### src/rtl/apex_metadata.sv
// Metadata register block for the APEX attestation path: holds ER/OR bounds and
// turns the atomicity monitor's per-cycle exec flag into a sticky EXEC proof bit.
module apex_metadata #(
    parameter logic [13:0] BASE_ADDR = 14'h0070
) (
    input  logic        clk,
    input  logic        puc_rst,
    input  logic [13:0] per_addr,
    input  logic [15:0] per_din,
    input  logic        per_en,
    input  logic [1:0]  per_we,
    output logic [15:0] per_dout,
    input  logic [15:0] pc,
    input  logic        exec_in,
    output logic [15:0] er_min,
    output logic [15:0] er_max,
    output logic [15:0] or_min,
    output logic [15:0] or_max,
    output logic        exec_flag
);

    typedef enum logic [1:0] {
        IDLE    = 2'b00,
        ARMED   = 2'b01,
        RUNNING = 2'b10,
        DONE    = 2'b11
    } state_t;

    state_t      state_q;
    logic [15:0] er_min_q, er_max_q, or_min_q, or_max_q;
    logic [15:0] er_min_d, er_max_d, or_min_d, or_max_d;
    logic        last_was_max_q;

    logic [13:0] offset;
    logic        decoded;
    logic        bus_wr;
    logic        cfg_wr;
    logic        arm_wr;
    logic        pc_in_er;
    logic        er_valid;

    // Below-base addresses wrap to large offsets, so a single compare decodes the window.
    assign offset   = per_addr - BASE_ADDR;
    assign decoded  = (offset < 14'd8);
    assign bus_wr   = per_en && (per_we != 2'b00) && decoded;
    assign cfg_wr   = bus_wr && (offset < 14'd4);
    assign arm_wr   = bus_wr && (offset == 14'd4) && per_we[0] && per_din[0];
    assign pc_in_er = (pc >= er_min_q) && (pc <= er_max_q);
    assign er_valid = (er_min_q <= er_max_q);

    function automatic logic [15:0] mergeBytes(input logic [15:0] old,
                                               input logic [15:0] din,
                                               input logic [1:0]  we);
        logic [15:0] res;
        res       = old;
        if (we[0]) res[7:0]  = din[7:0];
        if (we[1]) res[15:8] = din[15:8];
        return res;
    endfunction

    always_comb begin
        er_min_d = er_min_q;
        er_max_d = er_max_q;
        or_min_d = or_min_q;
        or_max_d = or_max_q;
        if (cfg_wr && (state_q == IDLE)) begin
            case (offset[1:0])
                2'd0: er_min_d = mergeBytes(er_min_q, per_din, per_we);
                2'd1: er_max_d = mergeBytes(er_max_q, per_din, per_we);
                2'd2: or_min_d = mergeBytes(or_min_q, per_din, per_we);
                default: or_max_d = mergeBytes(or_max_q, per_din, per_we);
            endcase
        end
    end

    // Bus writes (config lock, ARM) outrank every pc-driven transition.
    always_ff @(posedge clk) begin
        if (puc_rst) begin
            state_q        <= IDLE;
            last_was_max_q <= 1'b0;
            er_min_q       <= 16'h0000;
            er_max_q       <= 16'h0000;
            or_min_q       <= 16'h0000;
            or_max_q       <= 16'h0000;
        end else begin
            last_was_max_q <= (pc == er_max_q);
            er_min_q       <= er_min_d;
            er_max_q       <= er_max_d;
            or_min_q       <= or_min_d;
            or_max_q       <= or_max_d;
            if (cfg_wr) begin
                if (state_q != IDLE) state_q <= IDLE;
            end else if (arm_wr) begin
                state_q <= ARMED;
            end else begin
                case (state_q)
                    ARMED: if (pc == er_min_q) state_q <= RUNNING;
                    RUNNING: begin
                        if (!exec_in) state_q <= IDLE;
                        else if (last_was_max_q && !pc_in_er && er_valid) state_q <= DONE;
                    end
                    DONE: begin
                        if (!exec_in) state_q <= IDLE;
                        else if (pc == er_min_q) state_q <= RUNNING;
                    end
                    default: state_q <= state_q;
                endcase
            end
        end
    end

    always_comb begin
        per_dout = 16'h0000;
        if (per_en && (per_we == 2'b00) && decoded) begin
            case (offset[2:0])
                3'd0: per_dout = er_min_q;
                3'd1: per_dout = er_max_q;
                3'd2: per_dout = or_min_q;
                3'd3: per_dout = or_max_q;
                3'd4: per_dout = {13'b0, (state_q == DONE), state_q};
                default: per_dout = 16'h0000;
            endcase
        end
    end

    assign er_min    = er_min_q;
    assign er_max    = er_max_q;
    assign or_min    = or_min_q;
    assign or_max    = or_max_q;
    assign exec_flag = (state_q == DONE);

endmodule
### config.mk
export PLATFORM = sky130hd
export DESIGN_NAME = apex_metadata
export DESIGN_NICKNAME = d
export VERILOG_FILES = /design/src/rtl/apex_metadata.sv
export SDC_FILE = /design/constraint.sdc
export NUM_CORES = 1
export LEC_CHECK = 0
export BUFFER_PORTS_ARGS = -buffer_cell sky130_fd_sc_hd__buf_2
export CAP_MARGIN = 25
export CORE_ASPECT_RATIO = 1.75
export CORE_MARGIN = 3
export CORE_UTILIZATION = 40
export CTS_CLUSTER_DIAMETER = 120
export DETAILED_ROUTE_END_ITERATION = 10
export GPL_TIMING_DRIVEN = 0
export PLACE_DENSITY = 0.67
export SYNTH_ARGS = -nofsm -noshare
export SYNTH_HDL_FRONTEND = slang
export SYNTH_SLANG_ARGS = --single-unit
export TNS_END_PERCENT = 50
### constraint.sdc
create_clock -name clk -period 1.75 [get_ports clk]
set_input_delay 0.2625 -clock clk [delete_from_list [all_inputs] [get_ports clk]]
set_output_delay 0.2625 -clock clk [all_outputs]
set_load 0.01 [all_outputs]
==> out/results.tsv, run 1 <==
stage	metric	value	unit
outcome	outcome	finished with violations	
outcome	failing checks	negative setup slack	
route	First-pass DRT Iterations	4	
clock_network	Sink Count	67	
place	placed cell count	706	
power_and_ir_drop	switch share	24.8	%
global_route	met1 Use GR	25.9	%
die	Core ar.	0.0104	mm²
timing	Final Hold Fails	0	
route	vias per inst	5.48	
worst_setup_path	Worst R2R End	state_q[0]	
layout	Post-Layout Cell Count	759	
power_and_ir_drop	Clk pwr share	49.9	%
global_route	vias in the first global route	4321	
worst_setup_path	Setup crit end kind	output port	
worst_setup_path	slowest cell delay on critical path	530	ps
worst_setup_path	CP cell instances	buf_6, nor4b_4, nand3_2, or4_4, clkbuf_16, nor2b_4, buf_6	
worst_hold_path	Hold Startpoint	per_din[10]	
global_route	met3 Use GR	3.44	%
timing	max-slew violations	0	
place	DP HPWL	10700	µm
route	routed vias	4160	
logic_synthesis	Synth Cell Area	0.00433	mm²
clock_network	Root Driver	clkbuf_16	
layout	commonest non-fill, non-tap cell in the layout	buf_2	
timing	Fmax	491	MHz
power_and_ir_drop	switching pwr	0.922	mW
layout	area delta synth->final	47.3	%
die	Die Wd	84.6	µm
timing	Final Cycle Share	116	%
logic_synthesis	register bit total from synthesis	67	
worst_setup_path	WP data arrival	1780	ps
place	gpl congestion	0.830	
logic_synthesis	syn nets	549	
layout	most frequent cells in the layout	buf_2 (116), nor2_1 (72), mux2i_1 (66)	
worst_setup_path	R2R cell count	7	
worst_hold_path	WHS Endpoint	or_max[10]	
logic_synthesis	Post-synth top flop	dfxtp_1	
global_route	met2 Resource Use GR	45.3	%
worst_setup_path	critical path launch point type	primary input	
worst_hold_path	HP Class	primary input to register	
logic_synthesis	synth unique cells	44	
global_route	first-pass GRT wire length	22700	µm
worst_setup_path	Crit Path Class	primary input to output port	
timing	Clock Skews	6.39	ps
layout	Layout Nets	727	
timing	min cycle time layout	2040	ps
power_and_ir_drop	VDD IR max	598	µV
power_and_ir_drop	Leak Pwr	2.62	nW
place	Port Buf Inserts	130	
layout	ant diodes	0	
worst_setup_path	WP data required	1490	ps
route	Initial DRC Count	184	
logic_synthesis	asr flop ratio synth	0	%
clock_network	total CTS buffers	9	
power_and_ir_drop	power share of the sequential group	40.4	%
timing	worst hold slack	213	ps
die	I/O pin cnt	133	
timing	Setup Viol. Count Final	26	
worst_setup_path	Critical Path Most Common Cell	buf_6	
clock_network	worst skew pair latency	340	ps
worst_setup_path	CP max stage cell	or4_4	
global_route	initial antenna violation count	0	
logic_synthesis	Yosys Warn Count	0	
logic_synthesis	EDFF count, synth	0	
die	Total Die Area	0.0122	mm²
logic_synthesis	Mean Syn Cell Area	9.64	µm²
global_route	largest net degree at the start of global routing	13	
global_route	busiest grt layer	met2	
power_and_ir_drop	Comb pwr share	9.7	%
route	remaining antenna violation count	0	
die	Die Span Y	144	µm
worst_setup_path	Worst Path Max Fanout	5	
die	row count	49	
clock_network	CTS H-tree lvls	3	
worst_setup_path	flop-to-flop setup slack	-180	ps
logic_synthesis	sequential fraction of the synthesis area	31.0	%
power_and_ir_drop	Cell Int Power	2.79	mW
worst_setup_path	worst flop-to-flop path startpoint	er_max[1]	
worst_hold_path	hold path depth	3	
logic_synthesis	Synth Instances	449	
timing	Slew headroom	46.3	%
timing	RSZ-0062 raised after global routing	yes	
timing	Final Worst Setup Slack	-288	ps
power_and_ir_drop	Pwr Total	3.71	mW
global_route	gr usage total	24.3	%
die	initial core utilization	41.5	%
layout	share of cells above drive strength 1	47.3	%
layout	Final Util	61.2	%
clock_network	Worst-path clk slew	60	ps
clock_network	CTS tree	done	
route	final WL	14700	µm
clock_network	Max Buffers Root-to-Sink	2	
flow_run	max cap viols	0	
route	drt drc	0	
timing	Slew @ Worst Pin	805	ps
route	routed length per placed instance	19.4	µm
power_and_ir_drop	power per cell area	582	mW/mm²
global_route	total gr overflow	0	
[per-layer routing]
layer  up-vias  part of all wire [%]  wire length (µm)
met5         -                     0                 0
met4         0                   4.5               663
met3        39                   4.4               651
met2       136                    55              8060
met1      2007                    36              5370
li1       1978                     -                 -
[final cells by class]
cell class / count / area, µm²
fillers: 892 / 4050
multi-input cells: 330 / 3120
flip-flops and latches: 67 / 1420
repair buffers: 167 / 1120
clock buffers: 10 / 239
well taps: 127 / 159
inverters: 35 / 136
plain buffers: 17 / 114
clock inverters: 6 / 63.8
[sequential cells by signal, summed over array words and instances (netlist names)]
name / count
state_q: 2
last_was_max_q: 1
er_max: 16
er_min: 16
or_min: 16
or_max: 16
[cells in the mapped netlist, types with 3 or more instances]
cell,number,area share [%]
clkbuf_1,11,0.95
dfxtp_1,67,31
a21o_1,3,0.52
nand4_1,12,1.7
nor2_1,73,6.3
inv_1,35,3.0
mux2i_1,66,15
nor3_1,3,0.35
nor2b_1,16,2.3
nor3_4,6,2.3
buf_2,4,0.46
nand2_1,12,1.0
a21oi_1,19,2.2
o21ai_0,8,0.92
nand2b_1,9,1.3
nand3_1,6,0.69
mux4_2,15,7.8
ha_1,48,14
[critical path, delay by kind of cell]
| family | cells | cell delay (ps) |
|---|---|---|
| buffers and inverters | 3 | 420 |
| and+or+nand+nor | 4 | 1080 |
[power by group through the flow]
stage	registers, mW	clock network, mW	logic, mW
after floorplan	1.55	0	0.168
after global placement	1.55	0	0.315
after detailed placement	1.55	0	0.324
after CTS	1.50	1.88	0.350
after global routing	1.50	1.95	0.392
final	1.50	1.85	0.358
[logic make-up after synthesis]
logic type      after synthesis  share of synthesized area (%)
fa+ha+maj                    48                           13.9
mux                          81                           23.1
flops                        67                           31.0
simple gates                152                           20.3
compound gates               49                           7.17
buf+inv                      52                           4.62
[worst max-delay path by stage]
stage / from / end / slack [ps] / depth (start not counted)
final: per_addr[8] / per_dout[7] / -290 / 7
after detailed placement: per_addr[7] / per_dout[9] / -710 / 7
after floorplan: per_addr[11] / per_dout[10] / -160 / 5
after global placement: per_addr[11] / per_dout[6] / -690 / 7
after global routing: per_addr[8] / per_dout[5] / -340 / 7
after CTS: per_addr[3] / per_dout[9] / -290 / 7
[what timing repair did]
item | 4_1_cts | 5_1_grt
hold buffers | 0 | 0
gates cloned | 1 | 0
buffers inserted | 26 | 10
endpoints found under the setup margin | 82 | 76
pin swaps | 19 | 9
gates resized for setup | 79 | 15
[metrics by stage]
step	area (µm²)	worst slack (ps)	setup TNS, ps
after floorplan	4500	-160	-4170
after global placement	5310	-688	-38610
after detailed placement	5310	-705	-40440
after CTS	6200	-294	-3670
after global routing	6380	-336	-5860
final	6380	-288	-4130
(Power assumes the default switching activity.)
==> run 2, diff against run 1 <==
Settings changed: CORE_UTILIZATION 40 to 30, HOLD_SLACK_MARGIN set to 0.02, PLACE_DENSITY 0.67 to not set, PLACE_DENSITY_LB_ADDON set to 0.2.
==> run 2 against run 1 <==
The run still ends with negative setup slack left. Core utilization fell by 15 points. Maximum frequency fell by 0.53%. Final cell count rose by 7.1%. Die area rose by 31%. Register-to-register slack barely moved. Critical path type unchanged. Critical endpoint is now per_dout[9]. Highest routed layer unchanged.
==> out/results.tsv, run 2 (same netlist as run 1, synthesis figures left out) <==
stage	metric	value	unit	change
outcome	outcome	finished with violations		
outcome	failing checks	negative setup slack		
worst_setup_path	Crit path depth	7		unchanged
worst_hold_path	hold path depth	3		unchanged
layout	share of cells above drive strength 1	48.6	%	+1.3 points
global_route	total gr overflow	0		unchanged
worst_hold_path	HP Class	primary input to register		
layout	FF/Latch Area	0.00143	mm²	+0.88%
worst_hold_path	Hold Startpoint	per_din[2]		
layout	multi-input logic area	0.00313	mm²	+0.20%
die	Core ar.	0.0140	mm²	+34%
layout	most frequent cells in the layout	buf_2 (127), nor2_1 (72), mux2i_1 (65)		
worst_setup_path	Worst R2R End	state_q[0]		
route	First-pass DRT Iterations	5		+1
layout	fill count	1380		+55%
place	Port Buf Inserts	130		unchanged
global_route	gr usage total	19.0	%	-5.3 points
route	remaining antenna violation count	0		unchanged
clock_network	Sink Count	67		unchanged
route	vias per inst	5.06		-7.7%
worst_setup_path	Critical Path Most Common Cell	buf_2		
route	drt drc	0		unchanged
worst_setup_path	flop-to-flop setup slack	-180	ps	about the same
die	Die Span Y	165	µm	+15%
worst_setup_path	Worst Path Max Fanout	5		unchanged
worst_setup_path	Setup crit end kind	output port		
worst_setup_path	WP data arrival	1790	ps	about the same
route	routed length per placed instance	19.0	µm	-2.4%
timing	Slew @ Worst Pin	862	ps	+56.6 ps
place	DP HPWL	11500	µm	+7.6%
die	initial core utilization	31.0	%	-11 points
die	Total Die Area	0.0160	mm²	+31%
die	I/O pin cnt	133		unchanged
worst_setup_path	Crit path max-delay family	simple AND/OR/NAND/NOR gates		
timing	Clock Skews	10.3	ps	+3.91 ps
layout	area delta synth->final	48.6	%	
timing	Fmax	488	MHz	-0.53%
worst_setup_path	CP cell instances	buf_2, and4bb_2, nand3_2, or4_4, clkbuf_16, nor2b_2, buf_2		
layout	ant diodes	0		unchanged
worst_hold_path	WHS Endpoint	er_min[2]		
worst_setup_path	WP data required	1490	ps	about the same
worst_setup_path	slowest cell delay on critical path	530	ps	about the same
flow_run	max cap viols	0		unchanged
timing	Final Worst Setup Slack	-299	ps	-10.9 ps
timing	Final Cycle Share	117	%	+0.63 points
worst_setup_path	R2R cell count	7		unchanged
power_and_ir_drop	VDD IR max	384	µV	-36%
route	final WL	15400	µm	+4.5%
power_and_ir_drop	power per cell area	570	mW/mm²	-2.0%
global_route	first-pass GRT wire length	23100	µm	+1.9%
place	gpl congestion	0.848		+2.1%
die	Die Wd	96.8	µm	+14%
die	row count	57		+16%
clock_network	CTS H-tree lvls	3		unchanged
power_and_ir_drop	Leak Pwr	2.65	nW	+1.2%
layout	commonest non-fill, non-tap cell in the layout	buf_2		
clock_network	Max Buffers Root-to-Sink	2		unchanged
clock_network	Root Driver	clkbuf_16		
clock_network	worst skew pair latency	340	ps	about the same
timing	max-slew violations	0		unchanged
clock_network	total CTS buffers	9		unchanged
timing	RSZ-0062 raised after global routing	yes		
route	Initial DRC Count	149		-19%
layout	Final Util	46.0	%	-15 points
timing	Setup Viol. Count Final	23		-12%
clock_network	CTS tree	done		
global_route	initial antenna violation count	0		unchanged
timing	Slew headroom	42.5	%	-3.8 points
route	routed vias	4111		-1.2%
power_and_ir_drop	Pwr Total	3.67	mW	-1.2%
timing	min cycle time layout	2050	ps	+10.9 ps
worst_setup_path	Worst Path Buf+Inv	3		unchanged
clock_network	Worst-path clk slew	60	ps	about the same
worst_setup_path	critical path launch point type	primary input		
timing	Final Hold Fails	0		unchanged
worst_setup_path	Crit Path Class	primary input to output port		
worst_setup_path	worst flop-to-flop path startpoint	er_max[10]		
clock_network	Post-CTS Hold Fix Bufs	0		unchanged
worst_setup_path	CP max stage cell	or4_4		
global_route	vias in the first global route	4064		-5.9%
global_route	largest net degree at the start of global routing	13		unchanged
layout	Layout Nets	731		+0.55%
[run 2: power breakdown]
group,switching (mW),internal (mW),total (mW)
Combinational,0.216,0.152,0.368
Clock,0.722,1.08,1.81
Sequential,0.0000236,1.49,1.49
[run 2: worst min-delay path: cells and delay by family]
kind	cells	cell delay, ps
muxes	1	70
buffers and inverters	1	110
and+or+nand+nor	1	70
[run 2: area by class of cell]
type | instances | share of cell area [%]
Multi-Input combinational cell | 330 | 48.6
Sequential cell | 67 | 22.2
Timing Repair Buffer | 171 | 16.9
Clock buffer | 11 | 4.11
Tap cell | 177 | 3.44
Inverter | 35 | 2.20
Buffer | 17 | 1.96
Clock inverter | 5 | 0.525
[run 2: routing by layer]
| layer | global-route usage [%] | up-vias | part of all wire [%] |
|---|---|---|---|
| met5 | 0 | - | 0 |
| met4 | 8.24 | 0 | 3.8 |
| met3 | 3.38 | 32 | 4.7 |
| met2 | 35.0 | 135 | 54 |
| met1 | 21.2 | 1966 | 37 |
| li1 | - | 1978 | - |
[run 2: how the worst max path moves through the flow]
stage,start,end
2_1_floorplan,per_addr[11],per_dout[10]
3_3_place_gp,per_addr[11],per_dout[9]
3_5_place_dp,per_addr[11],per_dout[9]
4_1_cts,per_addr[12],per_dout[7]
5_1_grt,per_addr[9],per_dout[9]
6_report,per_addr[3],per_dout[9]
[run 2: timing repair]
| item | 4_1_cts | 5_1_grt |
|---|---|---|
| resized for setup | 62 | 39 |
| setup buffers | 21 | 19 |
| endpoints found under the setup margin | 82 | 74 |
| pin swaps | 20 | 20 |
| cloned | 1 | 0 |
[run 2: through the flow]
step,setup WS (ps),TNS (ps),hold slack (ps),instances,cell area [µm²]
final,-299,-3820,216,813,6430
after global routing,-368,-7250,217,813,6430
after CTS,-399,-5770,213,794,6090
after detailed placement,-746,-46600,501,756,5380
after global placement,-713,-42900,491,756,5380
after floorplan,-160,-4170,408,449,4500
